`config.mk`:
```
export PLATFORM = sky130hd
export DESIGN_NAME = shift_out_ser
export DESIGN_NICKNAME = d
export VERILOG_FILES = /design/src/rtl/shift_out_ser.sv
export SDC_FILE = /design/constraint.sdc
export NUM_CORES = 1
export LEC_CHECK = 0
export CORE_MARGIN = 3
export CORE_UTILIZATION = 35
export CTS_BUF_LIST = sky130_fd_sc_hd__clkbuf_2 sky130_fd_sc_hd__clkbuf_4 sky130_fd_sc_hd__clkbuf_8
export DETAILED_ROUTE_END_ITERATION = 7
export GPL_ROUTABILITY_DRIVEN = 0
export SLEW_MARGIN = 20
export SYNTH_ARGS = -nofsm -noshare
export SYNTH_HDL_FRONTEND = slang
export SYNTH_SLANG_ARGS = --single-unit
```
`constraint.sdc`:
```
create_clock -name i_CLK -period 2.11 [get_ports i_CLK]
set_input_delay 0.211 -clock i_CLK [delete_from_list [all_inputs] [get_ports i_CLK]]
set_output_delay 0.211 -clock i_CLK [all_outputs]
set_load 0.005 [all_outputs]
```
`src/rtl/shift_out_ser.sv`:
```
// Parallel-to-serial feeder for the shift-in register: clear pulse, then MSB-first.
// Define SHIFT_OUT_HOLD_BUF_EN to add a one-entry holding buffer on the input.
module shift_out_ser #(
  parameter int DATA_WIDTH = 32
) (
  input  logic                  i_CLK,
  input  logic                  i_RST,
  input  logic [DATA_WIDTH-1:0] i_Data,
  input  logic                  i_Valid,
  output logic                  o_Ready,
  output logic                  o_CLR,
  output logic                  o_EN,
  output logic                  o_D,
  output logic                  o_Busy,
  output logic                  o_Done
);

  localparam int CW = $clog2(DATA_WIDTH);

  typedef enum logic [1:0] {
    IDLE,
    CLEAR,
    SHIFT,
    DONE
  } state_t;

  state_t                state;
  state_t                state_nxt;
  logic [DATA_WIDTH-1:0] sr;
  logic [CW-1:0]         cnt;
  logic [DATA_WIDTH-1:0] load_data;
  logic                  load;
  logic                  take_in;
  logic                  rdy;
  logic                  xfer;
  logic                  clr_s;
  logic                  en_s;
  logic                  d_s;
  logic                  done_s;

`ifdef SHIFT_OUT_HOLD_BUF_EN
  logic [DATA_WIDTH-1:0] hbuf;
  logic                  buf_full;
  logic                  push;
  logic                  pop;

  assign rdy = !buf_full;
`else
  assign rdy = (state == IDLE) || (state == DONE);
`endif

  // Reset forces every output low, even before the first edge.
  assign o_Ready = rdy && !i_RST;
  assign o_CLR   = clr_s && !i_RST;
  assign o_EN    = en_s && !i_RST;
  assign o_D     = d_s && !i_RST;
  assign o_Done  = done_s && !i_RST;
  assign o_Busy  = (state != IDLE) && !i_RST;
  assign xfer    = i_Valid && o_Ready;

  always_ff @(posedge i_CLK) begin
    if (i_RST) state <= IDLE;
    else       state <= state_nxt;
  end

  always_comb begin
    state_nxt = state;
    load      = 1'b0;
    take_in   = 1'b0;
    load_data = i_Data;
    clr_s     = 1'b0;
    en_s      = 1'b0;
    d_s       = 1'b0;
    done_s    = 1'b0;
    unique case (state)
      IDLE: begin
        if (xfer) begin
          state_nxt = CLEAR;
          load      = 1'b1;
          take_in   = 1'b1;
        end
      end
      CLEAR: begin
        clr_s     = 1'b1;
        state_nxt = SHIFT;
      end
      SHIFT: begin
        en_s = 1'b1;
        d_s  = sr[DATA_WIDTH-1];
        if (cnt == '0) state_nxt = DONE;
      end
      DONE: begin
        done_s    = 1'b1;
        state_nxt = IDLE;
`ifdef SHIFT_OUT_HOLD_BUF_EN
        if (buf_full) begin
          state_nxt = CLEAR;
          load      = 1'b1;
          load_data = hbuf;
        end else if (xfer) begin
          state_nxt = CLEAR;
          load      = 1'b1;
          take_in   = 1'b1;
        end
`else
        if (xfer) begin
          state_nxt = CLEAR;
          load      = 1'b1;
          take_in   = 1'b1;
        end
`endif
      end
      default: state_nxt = IDLE;
    endcase
  end

  always_ff @(posedge i_CLK) begin
    if (i_RST) begin
      sr  <= '0;
      cnt <= '0;
    end else begin
      if (load)                sr <= load_data;
      else if (state == SHIFT) sr <= sr << 1;
      if (state == CLEAR)
        cnt <= CW'(DATA_WIDTH - 1);
      else if (state == SHIFT && cnt != '0)
        cnt <= cnt - CW'(1);
    end
  end

`ifdef SHIFT_OUT_HOLD_BUF_EN
  // Words arriving while a word is in flight park here until DONE.
  assign push = xfer && !take_in;
  assign pop  = (state == DONE) && buf_full;

  always_ff @(posedge i_CLK) begin
    if (i_RST) begin
      buf_full <= 1'b0;
      hbuf     <= '0;
    end else begin
      buf_full <= push || (buf_full && !pop);
      if (push) hbuf <= i_Data;
    end
  end
`else
  logic unused_take_in;
  assign unused_take_in = take_in;
`endif

endmodule

```
== Word level (Yosys, flattened, before mapping) ==
Index checks and enable logic that the tools add are counted.
Storage, ports and cells
  flip-flop bits (word level): 39
  bits of input ports: 35
  logic and storage cells: 41
Operators by class
  $add $sub $neg: 1
  eq/ne operators: 5
  mux-type cells: 14
  reduce and logical (&&, ||, !) cells: 18
Operators with widths (count)
  32-bit two-way mux: 2
  5-bit two-way mux: 2
  1-bit logical AND: 8
  2-bit case mux with 4 select lines: 1
  1-bit two-way mux: 7
  2-bit nonzero test: 3
  5-bit logical NOT: 1
  5-bit nonzero test: 1
  5-bit by 1-bit subtractor with 5-bit output (second input constant): 1
  2-bit equality test (second input constant): 2
  2-bit two-way mux: 2
  2-bit inequality test (second input constant): 2
  2-bit by 1-bit equality test with 1-bit output (second input constant): 1
  2-bit logical NOT: 1
  2-bit AND reduction: 1
  2-bit OR reduction: 1
  1-bit logical NOT: 1
  1-bit logical OR: 1

== Longest topological paths before layout ==
Gate-level depths: netlist (run 1).
  depth after elaboration: 7
  mapped depth: 7

== Worst setup path after synthesis (run 1) ==
OpenSTA, ideal clock, no wires.
  path kind: register -> register
  start: reg state[0]
  end: reg sr[13]
  setup time: 137 ps
  data arrival time: 1662 ps
  slack: 311 ps
  stages on the path, launching flop included: 8
  buffers on the path: 2
  path through: dfxtp_1 inv_1 ha_1 or3b_1 clkbuf_1 clkbuf_1 nor2_1 a211oi_1
Between the ends
  word-level cells in the longest chain between the ends: 7
Ends and longest elaborated chain
  from (decl): RTL line 27  | state_t state;
  from (signal assigned): RTL line 63  | else state <= state_nxt;
  2-bit equality test / 2-bit logical NOT (equally long branches): RTL line 49, 75
  1-bit logical OR: RTL line 49  | assign rdy = (state == IDLE) || (state == DONE);
  1-bit logical AND: RTL line 53  | assign o_Ready = rdy && !i_RST;
  1-bit logical AND: RTL line 59  | assign xfer = i_Valid && o_Ready;
  1-bit two-way mux: RTL line 77, 106
  1-bit two-way mux
  32-bit two-way mux / 2-bit nonzero test (equally long branches)
  to (signal assigned): RTL line 122  | if (load) sr <= load_data;
  to (signal assigned): RTL line 123  | else if (state == SHIFT) sr <= sr << 1;
  to (decl): RTL line 29  | logic [DATA_WIDTH-1:0] sr;
Several ways; a longest one is shown, not always the timed one.
A chain may end at the register's enable or synchronous reset.

== Worst setup path after layout (run 1) ==
  start: reg state[0]
  end: out o_Ready
Between the ends
  word-level cells in the longest chain between the ends: 3
Ends and longest elaborated chain
  2-bit equality test / 2-bit logical NOT (equally long branches): RTL line 49
  1-bit logical OR *: RTL line 49
  1-bit logical AND *: RTL line 53
  to (decl): RTL line 10  | output logic o_Ready,
Mark *: on every way between the ends. The rest lies on a longest branch, timed or not.

==> key figures, run 1 <==
Worst setup path
  – Path type of the worst setup path: reg2out
  – Worst Path Max Fanout: 6
  – Crit-path cells: inv_1, ha_1, nor2_1, clkdlybuf4s50_1
  – R2r setup slk: 190 ps
  – Setup crit start: state[0]
  – Buffers plus inverters on the worst setup path: 2
  – Worst stage delay on the critical path: 510 ps
  – Worst r2r src: state[0]
  – WP data arrival: 1790 ps
  – Setup crit end kind: output port
  – CP top delay family: buffers and inverters
  – Worst path required time: 1900 ps
  – Slowest cell on crit path: clkdlybuf4s50_1
  – Crit start category: flop

Global route
  – Largest net degree at the start of global routing: 64
  – GRT Overall Usage: 12.1%
  – Gr ovfl total: 0
  – Initial antenna violation count: 0
  – Number of global-route vias before repair: 1383
  – Global-route wire length before repair: 6110 um

Clock network
  – Root buffer cell: clkbuf_8
  – TritonCTS Sinks: 39
  – Maximum clock insertion buffer count: 2
  – Inserted Clock Buffers: 5
  – Clock Latency Late Sink: 290 ps
  – Cts hold-fix bufs: 0
  – Clock slew at reported path FFs: 70 ps
  – CTS tree: yes
  – H-tree Lvls: 2
  – Postcts setup bufs: 0

Timing
  – Crit path time final: 2000 ps
  – Slew HR: 79.5%
  – Setup tns final: 0 ps
  – Worst Skew: 4.03 ps
  – Setup WS post-layout: 114 ps
  – RSZ-0062 raised after global routing: false
  – Least-Margin Pin Slew: 300 ps
  – Final Slew Violations: 0
  – Period Utilization, post-route: 94.6%
  – Hold slack: 474 ps
  – Setup violations, final: 0
  – Fin. Hold Viols: 0
  – Fmax: 501 MHz

Finish
  – Layout cells sized above 1: 7.56%
  – Post-layout net count: 277
  – Most common cell after layout, fill and taps aside: clkdlybuf4s50_1
  – Commonest cells after routing, fill and taps aside: 40 x clkdlybuf4s50_1, 39 x dfxtp_1, 37 x nor2_1, 34 x a211oi_1, 32 x mux2i_1
  – Diode count: 0
  – Synth-to-layout area growth: 31.8%
  – Fin cells: 305

Worst hold path
  – Hold Crit Class: reg2reg
  – Hold Startpoint: cnt[4]

Logic synthesis
  – Post-Syn Area: 0.00187 mm2
  – Ys async rst share: 0%
  – Synth Flop Type: dfxtp_1
  – Synth Register Bits: 39
  – YS warnings: 0
  – Synth cell types: 30
  – Cells after Synth: 202
  – Avg Inst Size Synth: 9.27 um2
  – Seq/Total Area, Yosys: 41.7%
  – EDFF count, synth: 0
  – Syn nets: 242

Outcome
  – Outcome: finished, final reports clean

Place
  – Buffers on Ports: 40
  – Pre-CTS setup slack: 207 ps
  – Inst Count DP: 297
  – DP HPWL: 2510 um

Job
  – # Max-Cap Violations: 0

Drt
  – Via count: 1525
  – Via density: 5.00
  – First-pass iteration count of the detailed router: 4
  – DRC errors left: 0
  – Detailed router's first-iteration violation count: 38
  – Drt wl/cell: 12.2 um
  – Total Routed Length: 3730 um
  – Post-route ant nets: 0

Power
  – Peak VDD IR: 0.422 mV
  – Power density of the placed cells: 922 mW/mm2
  – Overall Power: 2.27 mW
  – Lkg Pwr: 0.841 nW

Floorplanning
  – Die area: 0.00626 mm2
  – Starting density of the core: 37.9%
  – Std cell rows: 25
  – Io pins: 41
  – Die H: 79.1 um
  – Die X: 79.1 um
  – Core Area: 0.00494 mm2
[state kept, by name (all words and copies together), names as in the netlist]
register  count
state         2
sr           32
cnt           5
[final cells by class]
cell class                      instances  area, um2
Inverter                                6       22.5
Clock buffer                            8        104
Tap cell                               67       83.8
Timing Repair Buffer                   46        483
Fill cell                             496       2470
Multi-Input combinational cell        139        993
Sequential cell                        39        781
[synthesized netlist by cell type, drive strengths merged (2+ instances only)]
cell type,count,share of area [%]
nor2b,4,1.3
nor2,37,7.4
clkbuf,8,1.6
a21oi,3,0.80
dfxtp,39,42
and2,2,0.80
a211oi,34,14
buf,10,2.7
nand2b,2,0.67
inv,6,1.2
nand2,2,0.40
a31oi,2,0.67
ha,5,3.3
mux2i,32,17
nor3,2,0.53
[worst reg2reg max path: stages (launching register included)]
cell      delay (ps)
dfxtp_1          410
inv_1             90
ha_1             360
or3b_2           510
buf_12           220
nor2_1           150
a211oi_1          60
[power by group]
part	leakage, nW	switching (mW)	total [mW]	internal [mW]
logic	0.465	0.374	0.743	0.369
registers	0.321	0.0879	0.971	0.884
clock network	0.0549	0.248	0.559	0.311
[through the flow]
stage / utilization [%] / cell area, um2
3_3_place_gp: 47.8 / 2360
4_1_cts: 49.9 / 2460
5_1_grt: 49.9 / 2470
6_report: 49.9 / 2470
3_5_place_dp: 47.8 / 2360
2_1_floorplan: - / 1870
[worst paths after layout]
check / depth (start not counted) / to
worst max register to register: 6 / sr[20]
worst max-delay path: 4 / o_Ready
worst min register to register: 2 / cnt[4]
worst min-delay path: 2 / cnt[4]
[layer usage]
metal	part of all wire [%]	GRT usage, %
met4	0.91	4.12
met5	0	0
met3	5.6	4.08
met1	52	16.1
met2	41	18.4
[kinds of logic after synthesis]
family / share of synthesized area [%]
AOI/OAI and AO/OA: 18.1
adders and majority gates: 3.34
buffers and inverters: 5.48
DFF: 41.7
muxes: 17.1
and+or+nand+nor: 14.2
[repair_timing]
| item | CTS | global route |
|---|---|---|
| endpoints found under the setup margin | 0 | 1 |
| gates resized for setup | 0 | 1 |
| endpoints found under the hold margin | 0 | 0 |
(Power assumes the default switching activity.)
==> run 2, diff against run 1 <==
--- a/config.mk
+++ b/config.mk
@@ -8,6 +8,7 @@
 export CORE_MARGIN = 3
 export CORE_UTILIZATION = 35
 export CTS_BUF_LIST = sky130_fd_sc_hd__clkbuf_2 sky130_fd_sc_hd__clkbuf_4 sky130_fd_sc_hd__clkbuf_8
+export CTS_CLUSTER_SIZE = 14
 export DETAILED_ROUTE_END_ITERATION = 7
 export GPL_ROUTABILITY_DRIVEN = 0
 export SLEW_MARGIN = 20
==> results of run 2 <==
No change in the layout: final DEF, timing and power equal those of run 1.
